[src/rtl/core_pkg.sv]
// Shared definitions for the core front end.
// Provides the fetch FSM state encoding, the NOP bubble instruction and the
// default reset PC used by the fetch stage.
package core_pkg;

  typedef enum logic [1:0] {
    FETCH_REQ  = 2'd0,
    FETCH_WAIT = 2'd1,
    FETCH_HOLD = 2'd2
  } fetch_state_e;

  localparam logic [31:0] NOP_INSTR        = 32'h0000_0013;  // addi x0,x0,0
  localparam logic [31:0] RESET_PC_DEFAULT = 32'h0000_0000;

endpackage

[src/rtl/pc_reg.sv]
// Program counter register for the fetch stage.
// Ports:
//   clk      - clock, rising edge
//   reset    - synchronous, active-low
//   load     - load pc from target (takes priority over incr)
//   target   - redirect target, low bits passed unchanged
//   incr     - advance pc by 4 (wraps modulo 2^32)
//   pc       - current program counter
//   pc_plus4 - pc + 4, modulo 2^32
module pc_reg #(
  parameter logic [31:0] RESET_PC = 32'h0000_0000
) (
  input  logic        clk,
  input  logic        reset,
  input  logic        load,
  input  logic [31:0] target,
  input  logic        incr,
  output logic [31:0] pc,
  output logic [31:0] pc_plus4
);

  logic [31:0] pc_q;

  always_ff @(posedge clk) begin
    if (!reset) begin
      pc_q <= RESET_PC;
    end else if (load) begin
      pc_q <= target;
    end else if (incr) begin
      pc_q <= pc_q + 32'd4;
    end
  end

  assign pc       = pc_q;
  assign pc_plus4 = pc_q + 32'd4;

endmodule

[src/rtl/ifetch_unit.sv]
// Instruction fetch stage: owns the PC, issues one outstanding request at a
// time to instruction memory, buffers the returned word and presents it to
// the decode register (NOP bubble when nothing is ready).
// Ports:
//   clk, reset            - clock; synchronous active-low reset
//   StallF                - decode register not loading; hold presented instr
//   PCSrcE, PCTargetE     - redirect request and target from execute
//   imem_req, imem_addr   - request valid and word address (= pc)
//   imem_gnt              - memory accepts the request this cycle
//   imem_rvalid, imem_rdata - response valid and instruction word
//   InstrF, PCF, PCPlus4F, ValidF - outputs to the decode register
//   state_dbg             - current fetch FSM state (fetch_state_e encoding)
//
// Handshake: a request transfers on a cycle where imem_req=1 and
// imem_gnt=1; exactly one response (imem_rvalid=1) follows in a later cycle.
// imem_req/imem_addr come only from registered state, so they never depend
// on imem_gnt. imem_rvalid outside WAIT is ignored.
module ifetch_unit
  import core_pkg::*;
#(
  parameter logic [31:0] RESET_PC = RESET_PC_DEFAULT,
  parameter logic [31:0] NOP      = NOP_INSTR
) (
  input  logic        clk,
  input  logic        reset,
  input  logic        StallF,
  input  logic        PCSrcE,
  input  logic [31:0] PCTargetE,
  output logic        imem_req,
  output logic [31:0] imem_addr,
  input  logic        imem_gnt,
  input  logic        imem_rvalid,
  input  logic [31:0] imem_rdata,
  output logic [31:0] InstrF,
  output logic [31:0] PCF,
  output logic [31:0] PCPlus4F,
  output logic        ValidF,
  output logic [1:0]  state_dbg
);

  fetch_state_e state;
  logic         drop;
  logic [31:0]  instr_buf;
  logic [31:0]  pc;
  logic [31:0]  pc_plus4;
  logic         pc_incr;

  // A redirect always retargets the PC, whatever the state: in REQ it
  // changes the (still ungranted or just-granted) address, in WAIT it marks
  // the in-flight response stale, in HOLD it discards the buffer.
  assign pc_incr = (state == FETCH_HOLD) && !StallF && !PCSrcE;

  pc_reg #(
    .RESET_PC(RESET_PC)
  ) u_pc_reg (
    .clk     (clk),
    .reset   (reset),
    .load    (PCSrcE),
    .target  (PCTargetE),
    .incr    (pc_incr),
    .pc      (pc),
    .pc_plus4(pc_plus4)
  );

  always_ff @(posedge clk) begin
    if (!reset) begin
      state     <= FETCH_REQ;
      drop      <= 1'b0;
      instr_buf <= NOP;
    end else begin
      unique case (state)
        FETCH_REQ: begin
          if (imem_gnt) begin
            state <= FETCH_WAIT;
            // Grant belongs to the old address if a redirect lands with it.
            drop  <= PCSrcE;
          end
        end
        FETCH_WAIT: begin
          if (imem_rvalid) begin
            drop <= 1'b0;
            if (drop || PCSrcE) begin
              state <= FETCH_REQ;
            end else begin
              instr_buf <= imem_rdata;
              state     <= FETCH_HOLD;
            end
          end else if (PCSrcE) begin
            drop <= 1'b1;
          end
        end
        FETCH_HOLD: begin
          if (PCSrcE || !StallF) begin
            state <= FETCH_REQ;
          end
        end
        default: begin
          state <= FETCH_REQ;
          drop  <= 1'b0;
        end
      endcase
    end
  end

  assign imem_req  = (state == FETCH_REQ);
  assign imem_addr = pc;
  assign ValidF    = (state == FETCH_HOLD);
  assign InstrF    = ValidF ? instr_buf : NOP;
  assign PCF       = pc;
  assign PCPlus4F  = pc_plus4;
  assign state_dbg = state;

endmodule
[config.mk]
export PLATFORM = sky130hd
export DESIGN_NAME = ifetch_unit
export DESIGN_NICKNAME = d
export VERILOG_FILES = /design/src/rtl/core_pkg.sv /design/src/rtl/pc_reg.sv /design/src/rtl/ifetch_unit.sv
export SDC_FILE = /design/constraint.sdc
export NUM_CORES = 1
export LEC_CHECK = 0
export ABC_AREA = 1
export BUFFER_PORTS_ARGS = -buffer_cell sky130_fd_sc_hd__buf_2
export CELL_PAD_IN_SITES_DETAIL_PLACEMENT = 0
export CELL_PAD_IN_SITES_GLOBAL_PLACEMENT = 1
export CORE_UTILIZATION = 28
export CTS_CLUSTER_SIZE = 30
export DETAILED_ROUTE_END_ITERATION = 10
export PLACE_DENSITY_LB_ADDON = 0.1
export SETUP_SLACK_MARGIN = 0.05
export SKIP_CTS_REPAIR_TIMING = 1
export SYNTH_ARGS = -nofsm -noshare
export SYNTH_HDL_FRONTEND = slang
export SYNTH_SLANG_ARGS = --single-unit
[constraint.sdc]
create_clock -name clk -period 1.37 [get_ports clk]
set_input_delay 0.137 -clock clk [delete_from_list [all_inputs] [get_ports clk]]
set_output_delay 0.137 -clock clk [all_outputs]
set_load 0.02 [all_outputs]
==> results_dict.tcl <==
set metrics [dict create \
    synth_compound_area_frac 0.145 \
    syn_inst 611 \
    dieWidth_um 121 \
    synthAdderAreaFrac 0.00313 \
    wl_met3_um 682 \
    met2_length_um 7130 \
    overflow 0 \
    dp_hpwl_um 10000 \
    cts_tree "built" \
    period_needed_ns 1.90 \
    synth_area_per_cell_um2 6.54 \
    p_per_area_nw_per_um2 829 \
    p_sw_uw 1720 \
    synth_mux_area_frac 0 \
    diodes 0 \
    grt_pass1_vias 4171 \
    synth.distinct_cells 28 \
    relSlewSlack 0.834 \
    dieArea_um2 14800 \
    slowest_stage "dfxtp_4" \
    maxSlewViolCount 0 \
    die_h_um 121 \
    status "finished, violations left" \
    wire_per_inst_um 13.9 \
    clk_latency_ns 0.34 \
    violations "negative setup slack" \
    start_util 0.288 \
    drt_first_pass_iters 4 \
    worst_pin_slew_ns 0.246 \
    critPathTopFamily "simple AND/OR/NAND/NOR gates" \
    cts_sinks 67 \
    critPathKind "flop to primary output" \
    clk_pin_slew_ns 0.06 \
    syn_nets 682 \
    layout_common_cells "141 x buf_2, 129 x nand2_1, 78 x inv_1, 75 x buf_4, 58 x buf_6" \
    cts-root-buf "clkbuf_16" \
    pwr-share-comb 0.212 \
    p_sw_frac 0.290 \
    worst_hold_path_type "primary input to flop" \
    crit_fanout 5 \
    startpoint_type "flop" \
    worstPathArrival_ns 1.77 \
    core_area_um2 13900 \
    nets 924 \
    grt_usage 0.183 \
    timing.rr.start "u_pc_reg.pc[4]$_SDFFE_PN0P_" \
    internal-power_uw 4220 \
    critical_path.max_stage_delay_ns 0.38 \
    wl_um 14400 \
    synth-seq-area-share 0.336 \
    ant_nets 0 \
    maxCapViolations 0 \
    synthToLayoutAreaGrowth_pct 79.3 \
    drtIter0Drc 182 \
    whs_ns 0.0130 \
    fin_worst_skew_ns 0.00422 \
    min_period_over_period 1.39 \
    vias 4566 \
    grt_max_degree 41 \
    clockPowerShare 0.430 \
    path_cells "nand2_2, nor2_4, nand2_4, nor2_8, nand3_2, and2_2, buf_4" \
    synth_top_family_by_area "simple AND/OR/NAND/NOR gates" \
    dp_slack_ns -0.208 \
    synth_xor_area_frac 0.0460 \
    gp_congestion 0.798 \
    h-tree-depth 3 \
    pwr-share-seq 0.357 \
    setup_viol 88 \
    cp_num_buf_inv 1 \
    end_kind "primary output" \
    p_leak_uw 0.00326 \
    final_area_um2 7170 \
    synth-seq-cells 67 \
    grt_pass1_wl_um 20600 \
    placed_area_um2 5900 \
    irDropWorstVdd_mv 0.670 \
    wl_met1_um 6420 \
    worstHoldStart "imem_rdata[1]" \
    yosysWarnings 0 \
    final_common_cell "buf_2" \
    fin_setup_tns_ns -22.23 \
    drc 0 \
    routed.top_layer "met4" \
    yosys.area_share.simple 0.306 \
    portBuffers 201 \
    cts_buffers 9 \
    row_count 43 \
    critPathLaunch "u_pc_reg.pc[4]$_SDFFE_PN0P_" \
    grt_setup_unrepaired "yes" \
    hold_viol_final 0 \
    worstPathRequired_ns 1.23 \
    io_pins 202 \
    drive_above_1_share 0.537 \
    antenna_found_initial 0 \
    avgViaCountPerCell 4.40 \
    fin_ws_ns -0.533 \
    max_freq_ghz 0.526 \
    syn_area_um2 4000 \
    cts_max_path_buffers 2 \
]
-- per-layer routing --
layer  GRT usage  up-vias
li1            -     2337
met1       0.228     2096
met2       0.312      123
met3      0.0329       10
met4      0.0671        0
met5           0        -
-- stage by stage --
| stage | instances | power, µW | util |
|---|---|---|---|
| final | 1038 | 5940 | 0.516 |
| after global routing | 1038 | 6240 | 0.516 |
| after CTS | 1018 | 5900 | 0.449 |
| after detailed placement | 1002 | 3290 | 0.425 |
| after global placement | 1002 | 3280 | 0.425 |
| after floorplan | 611 | 2880 | - |
-- synth_stat cells, drive strengths merged --
library cell,number,share of area
dfxtp,67,0.34
inv,81,0.076
xnor2,3,0.0066
buf,39,0.070
nor2,82,0.10
a221oi,1,0.0022
o21ai,49,0.061
nand2,163,0.16
xor2,12,0.039
nor3,1,0.0013
nand3,21,0.026
ha,1,0.0031
and2,5,0.0078
or2,4,0.0063
a31oi,6,0.0094
clkbuf,19,0.018
o2111ai,1,0.0022
nand4,1,0.0016
a21oi,55,0.070
-- worst reg2reg max path: stages (launching register included) --
cell,delay (ns)
dfxtp_4,0.38
nand2_2,0.08
nor2_4,0.17
nand2_4,0.14
nor2_8,0.22
buf_12,0.13
xor2_4,0.16
nand2_1,0.08
a21oi_2,0.11
-- final timing paths --
kind                                                     end  slack (ns)  cells past startpoint
worst max-delay path                            PCPlus4F[19]       -0.53                      7
worst min-delay path               instr_buf[1]$_SDFFE_PN1P_        0.01                      3
worst max register to register  u_pc_reg.pc[11]$_SDFFE_PN0P_       -0.16                      8
worst min register to register     instr_buf[3]$_SDFFE_PN0P_        0.47                      2
-- power by group through the flow --
stage          clock network, µW  logic, µW  registers, µW
2_1_floorplan                  0        611           2270
3_3_place_gp                   0       1120           2160
3_5_place_dp                   0       1130           2170
4_1_cts                     2650       1130           2120
5_1_grt                     2730       1370           2140
6_report                    2560       1260           2120
-- area by class of cell --
type	instances	area [µm²]
fillers	1374	6710
flip-flops and latches	67	1380
clock buffers	12	279
repair buffers	289	2240
well taps	180	225
inverters	81	314
multi-input cells	405	2670
clock inverters	4	52.6
-- kinds of logic after synthesis --
group / after synthesis
AO/OA/AOI/OAI: 112
XOR/XNOR: 15
adder cells (fa/ha/maj): 1
buffers and inverters: 139
flip-flops: 67
AND/OR/NAND/NOR: 277
(Power assumes the default switching activity.)
